`config.mk`:
```
export PLATFORM = sky130hd
export DESIGN_NAME = shift_sub_divider_flat
export DESIGN_NICKNAME = d
export VERILOG_FILES = /design/src/rtl/shift_sub_divider_pkg.sv /design/src/rtl/shift_sub_divider_if.sv /design/src/rtl/shift_sub_divider_div_step.sv /design/src/rtl/shift_sub_divider.sv /design/src/flat_wrapper.sv
export SDC_FILE = /design/constraint.sdc
export NUM_CORES = 1
export LEC_CHECK = 0
export BUFFER_PORTS_ARGS = -buffer_cell sky130_fd_sc_hd__buf_4
export CAP_MARGIN = 20
export CORE_MARGIN = 5
export CORE_UTILIZATION = 52
export CTS_BUF_LIST = sky130_fd_sc_hd__clkbuf_8
export CTS_CLUSTER_DIAMETER = 80
export DETAILED_ROUTE_END_ITERATION = 10
export HOLD_SLACK_MARGIN = 0.06
export PLACE_DENSITY_LB_ADDON = 0.25
export SLEW_MARGIN = 25
export SYNTH_ARGS = -nofsm -noshare
export SYNTH_HDL_FRONTEND = slang
export SYNTH_HIERARCHICAL = 1
export SYNTH_SLANG_ARGS = --single-unit
```
`constraint.sdc`:
```
create_clock -name Clock -period 11.75 [get_ports Clock]
set_clock_uncertainty 0.15 [all_clocks]
set_input_delay 2.35 -clock Clock [delete_from_list [all_inputs] [get_ports Clock]]
set_output_delay 2.35 -clock Clock [all_outputs]
set_load 0.05 [all_outputs]
```
`src/rtl/shift_sub_divider_pkg.sv`:
```
// Shared definitions for the shift-subtract divider: state encoding and the
// default datapath width common with the shift-add multiplier.
package shift_sub_divider_pkg;

    localparam int unsigned DEFAULT_WIDTH = 32;

    typedef enum logic [1:0] {
        ST_IDLE = 2'b00,
        ST_RUN  = 2'b01,
        ST_DONE = 2'b10
    } state_e;

endpackage

```
`src/rtl/shift_sub_divider_if.sv`:
```
// Request/result bundle between the arithmetic sequencer (master) and the
// divider (slave).
interface shift_sub_divider_if
    import shift_sub_divider_pkg::*;
#(
    parameter int unsigned WIDTH = DEFAULT_WIDTH
);

    logic             Start;
    logic [WIDTH-1:0] Data_A;
    logic [WIDTH-1:0] Data_B;
    logic [WIDTH-1:0] Quotient;
    logic [WIDTH-1:0] Remainder;
    logic             Busy;
    logic             Done;
    logic             Div_By_Zero;

    modport master (
        output Start, Data_A, Data_B,
        input  Quotient, Remainder, Busy, Done, Div_By_Zero
    );

    modport slave (
        input  Start, Data_A, Data_B,
        output Quotient, Remainder, Busy, Done, Div_By_Zero
    );

endinterface

```
`src/rtl/shift_sub_divider_div_step.sv`:
```
// One restoring-division iteration: shift the next dividend bit into the
// partial remainder and subtract the divisor if it fits.
module shift_sub_divider_div_step
    import shift_sub_divider_pkg::*;
#(
    parameter int unsigned WIDTH = DEFAULT_WIDTH
) (
    input  logic [WIDTH-1:0] r_work,
    input  logic             q_msb,
    input  logic [WIDTH-1:0] d_work,
    output logic [WIDTH-1:0] r_next,
    output logic             q_bit
);

    logic [WIDTH:0] sh;
    logic [WIDTH:0] trial;

    // Partial remainder stays below the divisor, so WIDTH+1 bits never overflow.
    always_comb begin
        sh     = {r_work, q_msb};
        trial  = sh - {1'b0, d_work};
        q_bit  = ~trial[WIDTH];
        r_next = q_bit ? trial[WIDTH-1:0] : sh[WIDTH-1:0];
    end

endmodule

```
`src/rtl/shift_sub_divider.sv`:
```
// Sequential unsigned restoring divider, one quotient bit per clock, with a
// Start/Done handshake and a divide-by-zero shortcut.
module shift_sub_divider
    import shift_sub_divider_pkg::*;
#(
    parameter int unsigned WIDTH = DEFAULT_WIDTH
) (
    input  logic                 Clock,
    input  logic                 Reset,
    shift_sub_divider_if.slave   bus
);

    localparam int unsigned      CNT_W = $clog2(WIDTH + 1);
    localparam logic [CNT_W-1:0] LAST_ITER = CNT_W'(WIDTH - 1);

    state_e           state_q, state_d;
    logic [CNT_W-1:0] cnt_q, cnt_d;
    logic [WIDTH-1:0] q_work_q, q_work_d;
    logic [WIDTH-1:0] r_work_q, r_work_d;
    logic [WIDTH-1:0] d_work_q, d_work_d;
    logic [WIDTH-1:0] quot_q, quot_d;
    logic [WIDTH-1:0] rem_q, rem_d;
    logic             dbz_q, dbz_d;
    logic             busy_q, busy_d;
    logic             done_q, done_d;

    logic [WIDTH-1:0] step_r;
    logic             step_q;

    shift_sub_divider_div_step #(
        .WIDTH (WIDTH)
    ) u_step (
        .r_work (r_work_q),
        .q_msb  (q_work_q[WIDTH-1]),
        .d_work (d_work_q),
        .r_next (step_r),
        .q_bit  (step_q)
    );

    // State and datapath registers; reset clears everything, even mid-run.
    always_ff @(posedge Clock) begin
        if (Reset) begin
            state_q  <= ST_IDLE;
            cnt_q    <= '0;
            q_work_q <= '0;
            r_work_q <= '0;
            d_work_q <= '0;
            quot_q   <= '0;
            rem_q    <= '0;
            dbz_q    <= 1'b0;
            busy_q   <= 1'b0;
            done_q   <= 1'b0;
        end else begin
            state_q  <= state_d;
            cnt_q    <= cnt_d;
            q_work_q <= q_work_d;
            r_work_q <= r_work_d;
            d_work_q <= d_work_d;
            quot_q   <= quot_d;
            rem_q    <= rem_d;
            dbz_q    <= dbz_d;
            busy_q   <= busy_d;
            done_q   <= done_d;
        end
    end

    // Next-state, iteration and result-capture logic.
    always_comb begin
        state_d  = state_q;
        cnt_d    = cnt_q;
        q_work_d = q_work_q;
        r_work_d = r_work_q;
        d_work_d = d_work_q;
        quot_d   = quot_q;
        rem_d    = rem_q;
        dbz_d    = dbz_q;

        case (state_q)
            ST_IDLE, ST_DONE: begin
                if (bus.Start) begin
                    if (bus.Data_B == '0) begin
                        quot_d  = '1;
                        rem_d   = bus.Data_A;
                        dbz_d   = 1'b1;
                        state_d = ST_DONE;
                    end else begin
                        q_work_d = bus.Data_A;
                        r_work_d = '0;
                        d_work_d = bus.Data_B;
                        cnt_d    = '0;
                        state_d  = ST_RUN;
                    end
                end else begin
                    state_d = ST_IDLE;
                end
            end
            ST_RUN: begin
                r_work_d = step_r;
                q_work_d = {q_work_q[WIDTH-2:0], step_q};
                cnt_d    = cnt_q + CNT_W'(1);
                if (cnt_q == LAST_ITER) begin
                    quot_d  = {q_work_q[WIDTH-2:0], step_q};
                    rem_d   = step_r;
                    dbz_d   = 1'b0;
                    state_d = ST_DONE;
                end
            end
            default: begin
                state_d = ST_IDLE;
            end
        endcase

        busy_d = (state_d == ST_RUN);
        done_d = (state_d == ST_DONE);
    end

    assign bus.Quotient    = quot_q;
    assign bus.Remainder   = rem_q;
    assign bus.Div_By_Zero = dbz_q;
    assign bus.Busy        = busy_q;
    assign bus.Done        = done_q;

endmodule

```
`src/flat_wrapper.sv`:
```
// flat-port wrapper written by rule: the top's interface ports become plain ports
module shift_sub_divider_flat import shift_sub_divider_pkg::*;
#(
    parameter int unsigned WIDTH = DEFAULT_WIDTH
)
  (Clock, Reset, bus_Start, bus_Data_A, bus_Data_B, bus_Quotient, bus_Remainder, bus_Busy, bus_Done, bus_Div_By_Zero);
  shift_sub_divider_if #(.WIDTH(WIDTH)) bus_i ();
  input  logic Clock;
  input  logic Reset;
  input wire logic [$bits(bus_i.Start)-1:0] bus_Start;
  input wire logic [$bits(bus_i.Data_A)-1:0] bus_Data_A;
  input wire logic [$bits(bus_i.Data_B)-1:0] bus_Data_B;
  output wire logic [$bits(bus_i.Quotient)-1:0] bus_Quotient;
  output wire logic [$bits(bus_i.Remainder)-1:0] bus_Remainder;
  output wire logic [$bits(bus_i.Busy)-1:0] bus_Busy;
  output wire logic [$bits(bus_i.Done)-1:0] bus_Done;
  output wire logic [$bits(bus_i.Div_By_Zero)-1:0] bus_Div_By_Zero;
  assign bus_i.Start = bus_Start;
  assign bus_i.Data_A = bus_Data_A;
  assign bus_i.Data_B = bus_Data_B;
  assign bus_Quotient = bus_i.Quotient;
  assign bus_Remainder = bus_i.Remainder;
  assign bus_Busy = bus_i.Busy;
  assign bus_Done = bus_i.Done;
  assign bus_Div_By_Zero = bus_i.Div_By_Zero;
  shift_sub_divider #(.WIDTH(WIDTH)) u_core (.Clock(Clock), .Reset(Reset), .bus(bus_i));
endmodule
```
==> results of run 1 <==
-- cell families after synthesis --
logic type / synth area share (%)
compound gates: 23.1
xor+xnor: 2.58
fa+ha+maj: 4.56
buf+inv: 7.33
flops: 36.0
mux: 7.19
simple gates: 19.2
-- worst max-delay path, stage by stage --
cell and delay, ns:
buf_4 0.33, inv_2 0.11, buf_4 0.64, o21ai_1 0.27, a31oi_4 0.79, a221o_1 0.29
-- final timing paths --
path                                           from                       end  cells past startpoint  slack [ns]
worst max-delay path                          Reset  u_core/bus.Remainder[31]                      6        7.21
worst min-delay path            u_core/d_work_q[22]       u_core/d_work_q[22]                      2        0.31
worst max register to register  u_core/q_work_q[31]  u_core/bus.Remainder[19]                     15        7.37
worst min register to register  u_core/d_work_q[22]       u_core/d_work_q[22]                      2        0.31
-- where the power goes --
| part | switching (uW) | internal (uW) |
|---|---|---|
| Clock | 227 | 167 |
| Sequential | 50.9 | 634 |
| Combinational | 837 | 752 |
-- per-stage QoR --
step	setup slack [ns]	hold WS, ns
floorplan	7.97	0.285
global placement	6.71	0.293
detailed placement	6.69	0.299
CTS	7.18	0.313
global route	6.96	0.328
finish	7.21	0.309
-- Yosys cell counts (all sizes together) (7+ instances only) --
| cell | number | area [sq um] |
|---|---|---|
| a211oi | 35 | 268 |
| dfxtp | 171 | 3420 |
| xnor2 | 15 | 131 |
| a21o | 19 | 144 |
| xor2 | 13 | 114 |
| nand2 | 114 | 428 |
| nand3 | 19 | 100 |
| mux2 | 23 | 330 |
| o21a | 7 | 52.6 |
| a221o | 33 | 330 |
| nor3 | 9 | 45.0 |
| buf | 42 | 349 |
| inv | 40 | 158 |
| clkbuf | 48 | 180 |
| o21ai | 21 | 105 |
| o221ai | 32 | 280 |
| a31oi | 7 | 58.8 |
| nor4 | 9 | 56.3 |
| and2 | 35 | 223 |
| ha | 33 | 413 |
| a21oi | 31 | 159 |
| nor2 | 81 | 312 |
| nand4 | 37 | 231 |
| and3 | 38 | 248 |
| a22oi | 32 | 240 |
| a32o | 33 | 330 |
| mux2i | 34 | 353 |
-- registers in the layout (all words and copies together) (netlist names) --
| name | cells |
|---|---|
| u_core/bus.Busy | 1 |
| u_core/bus.Div_By_Zero | 1 |
| u_core/bus.Done | 1 |
| u_core/bus.Quotient | 32 |
| u_core/bus.Remainder | 32 |
| u_core/cnt_q | 6 |
| u_core/d_work_q | 32 |
| u_core/q_work_q | 32 |
| u_core/r_work_q | 32 |
| u_core/state_q | 2 |
-- layer usage --
layer / routed length [um] / vias up / global-route usage, % / part of all wire, %
met3: 1490 / 17 / 4.27 / 6.1
met2: 10800 / 287 / 33.4 / 44
li1: - / 4102 / - / -
met5: 0 / - / 0 / 0
met4: 224 / 0 / 4.85 / 0.91
met1: 12000 / 3883 / 32.7 / 49
-- cell type report --
cell class,count,share of cell area (%)
sequential,171,31.8
clock buffer,17,2.18
tap,229,2.67
clock inverter,14,1.14
timing repair buffer,146,10.2
multi-input combinational,762,50.5
inverter,40,1.47
==> metrics.log, run 1 <==
[metrics] CTS tree: built
[metrics] root cell of the clock tree: clkbuf_8
[metrics] minimum clock period after layout: 4.54 ns
[metrics] share of async-settable or async-resettable flops after synthesis: 0%
[metrics] Post-Synthesis Mean Instance Area: just under 9 sq um
[metrics] number of vias after detailed routing: slightly above 8k
[metrics] number of cells in the design after placement: between 1k and 1.5k
[metrics] multi-input combinational cell area: 5430 sq um
[metrics] H-tree lvl count: 4
[metrics] number of cell rows: 49
[metrics] Max FO, Critical Path: 98
[metrics] final setup violation count: 0
[metrics] setup total negative slack: 0 ns
[metrics] Routed wire per std cell: roughly 18 um
[metrics] Routability Congestion: between 0.8 and 0.9
[metrics] first-pass GRT wire length: between 30 and 40 mm
[metrics] finished layout cell area: about 11000 sq um
[metrics] EDFF count, synth: 0
[metrics] Core Area: approximately 18000 sq um
[metrics] number of DRC violations after detailed routing: 0
[metrics] most frequent cells in the layout: 171 x dfxtp_1, 146 x buf_4, 114 x nand2_1
[metrics] count of max-cap constraint violations: 0
[metrics] crit path capture type: flip-flop
[metrics] number of filler cells placed in the layout: ~1.6k
[metrics] share of layout cells above drive strength 1: around 20%
[metrics] number of standard cells after synthesis: roughly 1.1k
[metrics] area delta synth->final: 13.1%
[metrics] most common flop cell mapped by yosys: dfxtp_1
[metrics] Slew Limit Fails: 0
[metrics] P_leak: between 0.004 and 0.005 uW
[metrics] Clock Tree Buf Depth: 2
[metrics] count of inserted antenna diode cells: 0
[metrics] DIE HEIGHT: 145 um
[metrics] final cell count without fillers: roughly 1.4k
[metrics] class of the most critical hold timing path: reg2reg
[metrics] transition time of the tightest slew-check pin: approximately 0.9 ns
[metrics] Synth cell types: 74
[metrics] area taken by flip-flops and latches: roughly 3400 sq um
[metrics] number of hold buffers added after CTS: 0
[metrics] synthesis-stage register bit count: approximately 170
[metrics] Final #Nets: about 1.2k
[metrics] worst path required time: 12.01 ns
[metrics] via count of the first global-routing pass: between 7k and 8k
[metrics] commonest non-fill, non-tap cell in the layout: dfxtp_1
[metrics] startpoint type of the worst setup path: primary input
[metrics] cell area after placement: approximately 10000 sq um
[metrics] maximum number of pins on one net before global-route repair: 99
[metrics] status: finished, final reports clean
[metrics] overflow left after global routing: 0
[metrics] Initial DRC Count: just under 800
[metrics] remaining max-slew budget at the tightest pin: just under 40%
[metrics] highest achievable clock rate: about 0.22 GHz
[metrics] period utilization: 38.7%
[metrics] total power: approximately 2700 uW
[metrics] clock-pin slew on the worst setup and hold paths: 0.09 ns
[metrics] Initial Util: between 50 and 60%
[metrics] width of the die: around 150 um
[metrics] clock sinks: 171
[metrics] Warnings, synthesis: 6
[metrics] drt first pass iters: 5
[metrics] share of synthesized area occupied by flip-flops and latches: a little over a third
[metrics] worst IR drop on VDD: between 0.2 and 0.3 mV
[metrics] initial antenna violation count: 0
[metrics] post-CTS setup buffer count: 0
[metrics] area of the die: about 21000 sq um
[metrics] fin util: between 50 and 60%
[metrics] Total GRT Usage: approximately 22%
[metrics] Power Density: 248 nW/um^2
[metrics] Arr. time, crit path: 4.80 ns
[metrics] critical path start-end classification: in2reg
[metrics] Routed Wire Length: roughly 24 mm
[metrics] Port Buf Inserts: around 130
[metrics] post-detailed-placement half-perimeter wirelength: between 15 and 20 mm
[metrics] antenna viol nets, final: 0
[metrics] number of nets produced by synthesis: roughly 1.2k
[metrics] num ports: ~130
[metrics] clock insertion delay at the later pin of the skew report: approximately 0.47 ns
[metrics] quantity of gates resized following cts: 0
[metrics] number of buffers added by the clock tree synthesis step: 17
[metrics] number of vias per cell: around 6
[metrics] unrepaired setup endpoints after global routing: false
[metrics] Hold Vio Cnt, Final: 0
[metrics] post-synthesis instance area: between 9000 and 10000 sq um
No activity file was read; power rests on OpenSTA's default activity.
==> run 2: changes to the inputs <==
Clock period 11.75 ns to 4.3 ns, I/O delays scaled along.
==> metrics.log, run 2 (synthesis gave the netlist of run 1 again) <==
[metrics] post-CTS setup buffer count: 0 (unchanged)
[metrics] Core Area: 18000 sq um (unchanged)
[metrics] root cell of the clock tree: clkbuf_8
[metrics] Power Density: 678 nW/um^2 (+170%)
[metrics] Slew Limit Fails: 0 (unchanged)
[metrics] CTS tree: built
[metrics] reg-to-reg critical path startpoint: u_core/q_work_q[31]
[metrics] Routed Wire Length: 25.7 mm (+4.9%)
[metrics] met1 routing resource usage after global routing: 35.0% (+2.3 points)
[metrics] critical path start-end classification: reg2reg
[metrics] share of layout cells above drive strength 1: 20.5% (+0.57 points)
[metrics] worst IR drop on VDD: 0.507 mV (+100%)
[metrics] antenna viol nets, final: 0 (unchanged)
[metrics] quantity of gates resized following cts: 0 (unchanged)
[metrics] width of the die: 145 um (unchanged)
[metrics] Most Used Layer, Global Route: met2
[metrics] GR met3 Demand/Resource: 3.80% (-0.47 points)
[metrics] crit path capture type: flip-flop
[metrics] overflow left after global routing: 0 (unchanged)
[metrics] number of buffers added by the clock tree synthesis step: 17 (unchanged)
[metrics] Hold Vio Cnt, Final: 0 (unchanged)
[metrics] number of vias after detailed routing: 8453 (+2.0%)
[metrics] unrepaired setup endpoints after global routing: false
[metrics] Port Buf Inserts: 133 (unchanged)
[metrics] Routability Congestion: 0.901 (+1.1%)
[metrics] post-detailed-placement half-perimeter wirelength: 18.5 mm (+8.2%)
[metrics] DIE HEIGHT: 145 um (unchanged)
[metrics] Final #Nets: 1245 (+0.48%)
[metrics] finished layout cell area: 10900 sq um (+1.1%)
[metrics] number of stages on the worst hold path: 2 (unchanged)
[metrics] worst reg-to-reg setup slack: 0.24 ns (-7.13 ns)
[metrics] HP Start: u_core/bus.Div_By_Zero
[metrics] worst hold slack: 0.304 ns (-0.00442 ns)
[metrics] Clock Tree Buf Depth: 2 (unchanged)
[metrics] worst path required time: 4.50 ns (-7.51 ns)
[metrics] clock-pin slew on the worst setup and hold paths: 0.10 ns (about the same)
[metrics] H-tree lvl count: 4 (unchanged)
[metrics] count of inserted antenna diode cells: 0 (unchanged)
[metrics] Arr. time, crit path: 4.27 ns (-0.53 ns)
[metrics] period utilization: a little over nine tenths
[metrics] area of the die: 21100 sq um (unchanged)
[metrics] number of DRC violations after detailed routing: 0 (unchanged)
[metrics] startpoint type of the worst setup path: flip-flop
[metrics] number of cell rows: 49 (unchanged)
[metrics] setup total negative slack: 0 ns (unchanged)
[metrics] cell area after placement: 10500 sq um (+0.69%)
[metrics] depth of the worst register-to-register path: 15 (unchanged)
[metrics] Initial Util: 52.9% (unchanged)
[metrics] clock sinks: 171 (unchanged)
[metrics] most frequent cells in the layout: 171 x dfxtp_1, 150 x buf_4, 114 x nand2_1
[metrics] Routed wire per std cell: 18.5 um (+4.3%)
[metrics] Max FO, Critical Path: 25 (-74%)
[metrics] worst reg2reg path endpoint: u_core/bus.Remainder[28]
[metrics] Total GRT Usage: 23.4% (+1.3 points)
[metrics] destination of the worst hold path: u_core/bus.Div_By_Zero
[metrics] minimum clock period after layout: 4.06 ns
[metrics] transition time of the tightest slew-check pin: 1.00 ns (+0.0915 ns)
[metrics] num ports: 134 (unchanged)
[metrics] final setup violation count: 0 (unchanged)
[metrics] clock insertion delay at the later pin of the skew report: 0.47 ns (about the same)
[metrics] Initial DRC Count: 677 (-12%)
[metrics] count of max-cap constraint violations: 0 (unchanged)
[metrics] via count of the first global-routing pass: 7995 (+4.6%)
[metrics] initial antenna violation count: 0 (unchanged)
[metrics] number of vias per cell: 6.10 (+1.5%)
[metrics] status: finished, final reports clean
[metrics] remaining max-slew budget at the tightest pin: 33.0% (-6.3 points)
[metrics] area delta synth->final: 14.3%
[metrics] maximum number of pins on one net before global-route repair: 64 (-35%)
[metrics] met2 track demand over resource in global routing: 35.2% (+1.8 points)
[metrics] number of hold buffers added after CTS: 0 (unchanged)
[metrics] highest achievable clock rate: 0.246 GHz
[metrics] commonest non-fill, non-tap cell in the layout: dfxtp_1
[metrics] first-pass GRT wire length: 41.9 mm (+5.2%)
[metrics] P_leak: 0.00461 uW (+1.4%)
[metrics] class of the most critical hold timing path: reg2reg
[metrics] drt first pass iters: 5 (unchanged)
==> run 2: routing by layer <==
layer  part of all wire [%]  routed length [um]
met1                     47               12200
met2                     44               11400
met3                    6.8                1750
met4                    1.4                 355
met5                      0                   0
==> run 2: area by class of cell <==
cell class / instances / area (sq um)
multi-input combinational: 762 / 5430
clock buffer: 18 / 248
sequential: 171 / 3420
clock inverter: 14 / 151
fill: 1669 / 7100
tap: 229 / 287
timing repair buffer: 152 / 1170
inverter: 40 / 158
==> run 2: worst max path at each step <==
| stage | from | end | slack, ns |
|---|---|---|---|
| global route | u_core/q_work_q[31] | u_core/bus.Remainder[5] | 0.05 |
| CTS | u_core/q_work_q[31] | u_core/bus.Remainder[5] | 0.24 |
| detailed placement | u_core/q_work_q[31] | u_core/bus.Remainder[5] | 0.25 |
| global placement | u_core/q_work_q[31] | u_core/bus.Remainder[5] | 0.33 |
| floorplan | u_core/q_work_q[31] | u_core/bus.Remainder[10] | 0.54 |
| finish | u_core/q_work_q[31] | u_core/bus.Remainder[28] | 0.24 |
==> run 2: power by group <==
part | switching [uW] | internal [uW]
Combinational | 2250 | 2070
Clock | 661 | 498
Sequential | 160 | 1730
==> run 2: worst max-delay path, stage by stage, from the launching register on <==
cell and delay, ns:
dfxtp_1 0.41, inv_1 0.07, ha_1 0.22, fa_1 0.39, and2b_2 0.24, o2111ai_2 0.12
a21oi_2 0.21, o2111ai_1 0.22, a211oi_2 0.34, nor2_4 0.10, mux2i_4 0.33, and2_4 0.30
inv_8 0.12, mux2_4 0.32, and2_1 0.14, a221o_1 0.26
==> run 2: metrics by stage <==
| step | util, % | worst slack (ns) | power [uW] | cells |
|---|---|---|---|---|
| final | 60.5 | 0.239 | 7370 | 1386 |
| after global routing | 60.5 | 0.0471 | 7830 | 1386 |
| after CTS | 60.5 | 0.241 | 7340 | 1386 |
| after detailed placement | 58.3 | 0.253 | 6180 | 1354 |
| after global placement | 58.3 | 0.333 | 6120 | 1354 |
| after floorplan | - | 0.541 | 5640 | 1064 |
==> run 3: changes to the inputs <==
Settings changed: REMOVE_ABC_BUFFERS set to 1.
==> metrics.log, run 3 (synthesis gave the netlist of run 1 again) <==
[metrics] initial antenna violation count: 0 (unchanged)
[metrics] remaining max-slew budget at the tightest pin: 35.9% (+2.9 points)
[metrics] Final #Nets: 1246 (+0.080%)
[metrics] via count of the first global-routing pass: 7879 (-1.5%)
[metrics] number of hold buffers added after CTS: 0 (unchanged)
[metrics] Critical Path Max Stage Delay: 0.40 ns (about the same)
[metrics] drt first pass iters: 5 (unchanged)
[metrics] post-detailed-placement half-perimeter wirelength: 18.3 mm (-0.77%)
[metrics] clock insertion delay at the later pin of the skew report: 0.47 ns (about the same)
[metrics] CTS tree: built
[metrics] Clock Tree Buf Depth: 2 (unchanged)
[metrics] post-CTS setup buffer count: 0 (unchanged)
[metrics] transition time of the tightest slew-check pin: 0.962 ns (-0.0399 ns)
[metrics] area of the die: 21100 sq um (unchanged)
[metrics] final setup violation count: 0 (unchanged)
[metrics] Routability Congestion: 0.903 (+0.18%)
[metrics] first-pass GRT wire length: 41.5 mm (-1.1%)
[metrics] H-tree lvl count: 4 (unchanged)
[metrics] clock-pin slew on the worst setup and hold paths: 0.09 ns (about the same)
[metrics] cell with the largest stage delay on the worst path: dfxtp_1
[metrics] Port Buf Inserts: 133 (unchanged)
[metrics] clock sinks: 171 (unchanged)
[metrics] critical path start-end classification: reg2reg
[metrics] minimum clock period after layout: 4.04 ns (-0.0199 ns)
[metrics] maximum number of pins on one net before global-route repair: 65 (+1.6%)
[metrics] Initial Util: 52.9% (unchanged)
[metrics] num ports: 134 (unchanged)
[metrics] width of the die: 145 um (unchanged)
[metrics] share of layout cells above drive strength 1: 20.6% (+0.069 points)
[metrics] DIE HEIGHT: 145 um (unchanged)
[metrics] number of cell rows: 49 (unchanged)
[metrics] P_leak: 0.00463 uW (+0.55%)
[metrics] number of vias after detailed routing: 8458 (+0.059%)
[metrics] final cell count without fillers: 1387 (+0.072%)
[metrics] root cell of the clock tree: clkbuf_8
[metrics] Arr. time, crit path: 4.25 ns (-0.02 ns)
[metrics] Initial DRC Count: 734 (+8.4%)
[metrics] Routed Wire Length: 25.6 mm (-0.36%)
[metrics] crit path capture type: flip-flop
[metrics] worst IR drop on VDD: 0.509 mV (+0.42%)
[metrics] unrepaired setup endpoints after global routing: false
[metrics] number of DRC violations after detailed routing: 0 (unchanged)
[metrics] area delta synth->final: 14.7%
[metrics] worst path required time: 4.51 ns (about the same)
[metrics] number of stages on the worst hold path: 2 (unchanged)
[metrics] quantity of gates resized following cts: 0 (unchanged)
[metrics] highest achievable clock rate: 0.247 GHz (+0.49%)
[metrics] fin util: 60.7% (+0.21 points)
[metrics] critical-path cell list: inv_1, ha_1, fa_1, and2b_2, o2111ai_2, a21oi_2, o2111ai_1, a211oi_2, nor2_4, mux2i_4, and2_4, inv_8, mux2_4, and2_1, a221o_1
[metrics] Routed wire per std cell: 18.4 um (-0.43%)
[metrics] overflow left after global routing: 0 (unchanged)
[metrics] period utilization: 94.0% (-0.46 points)
[metrics] Max FO, Critical Path: 25 (unchanged)
[metrics] antenna viol nets, final: 0 (unchanged)
[metrics] number of buffers added by the clock tree synthesis step: 17 (unchanged)
[metrics] Slew Limit Fails: 0 (unchanged)
[metrics] Hold Vio Cnt, Final: 0 (unchanged)
[metrics] count of max-cap constraint violations: 0 (unchanged)
[metrics] most frequent cells in the layout: 171 x dfxtp_1, 151 x buf_4, 114 x nand2_1
[metrics] total power: 7470 uW (+1.4%)
[metrics] Power Density: 686 nW/um^2 (+1.1%)
[metrics] Core Area: 18000 sq um (unchanged)
[metrics] number of cells in the design after placement: 1355 (+0.074%)
[metrics] Total GRT Usage: 23.2% (-0.12 points)
[metrics] number of vias per cell: 6.10 (about the same)
[metrics] startpoint type of the worst setup path: flip-flop
[metrics] class of the most critical hold timing path: reg2reg
[metrics] status: finished, final reports clean
[metrics] count of inserted antenna diode cells: 0 (unchanged)
[metrics] depth of the worst register-to-register path: 15 (unchanged)
[metrics] commonest non-fill, non-tap cell in the layout: dfxtp_1
## run 3: changes by cell type in the layout (fill, tap and decap cells not counted), sizes merged
cell,before,now
clkinv,2,4
inv,49,46
buf,152,153
clkinvlp,2,1
bufinv,1,3
## run 3: area by class of cell
type	instances	area, sq um
fillers	1656	7060
flip-flops and latches	171	3420
clock buffers	18	248
multi-input cells	762	5430
clock inverters	14	181
repair buffers	153	1170
well taps	229	287
inverters	40	158
## run 3: worst max-delay path: cells and delay by family, from the launching register on
family,cells,cell delay [ns]
fa+ha+maj,2,0.63
flops,1,0.40
compound gates,5,1.13
buf+inv,2,0.18
mux,2,0.65
simple gates,4,0.78
## run 3: final timing paths
path,slack (ns),end,from
max,0.26,u_core/bus.Remainder[25],u_core/q_work_q[31]
min,0.30,u_core/bus.Div_By_Zero,u_core/bus.Div_By_Zero
max reg2reg,0.26,u_core/bus.Remainder[25],u_core/q_work_q[31]
min reg2reg,0.30,u_core/bus.Div_By_Zero,u_core/bus.Div_By_Zero
## run 3: power by group
group          internal (uW)  switching (uW)
clock                    603             637
sequential              1730             163
combinational           2070            2270
total                   4400            3070
## run 3: metrics by stage
step                worst slack [ns]  area [sq um]  setup TNS, ns  hold slack [ns]
floorplan                     -0.217          8960          -7.05            0.285
global placement               0.389         10500              0            0.288
detailed placement             0.307         10500              0            0.295
CTS                            0.272         10900              0            0.308
global route                  0.0359         10900              0            0.327
finish                         0.259         10900              0            0.304
## run 3: routing by layer
layer / track usage, % / part of all wire [%]
met2: 35.3 / 44
met3: 4.05 / 6.2
met1: 33.7 / 47
met4: 7.28 / 2.0
met5: 0 / 0
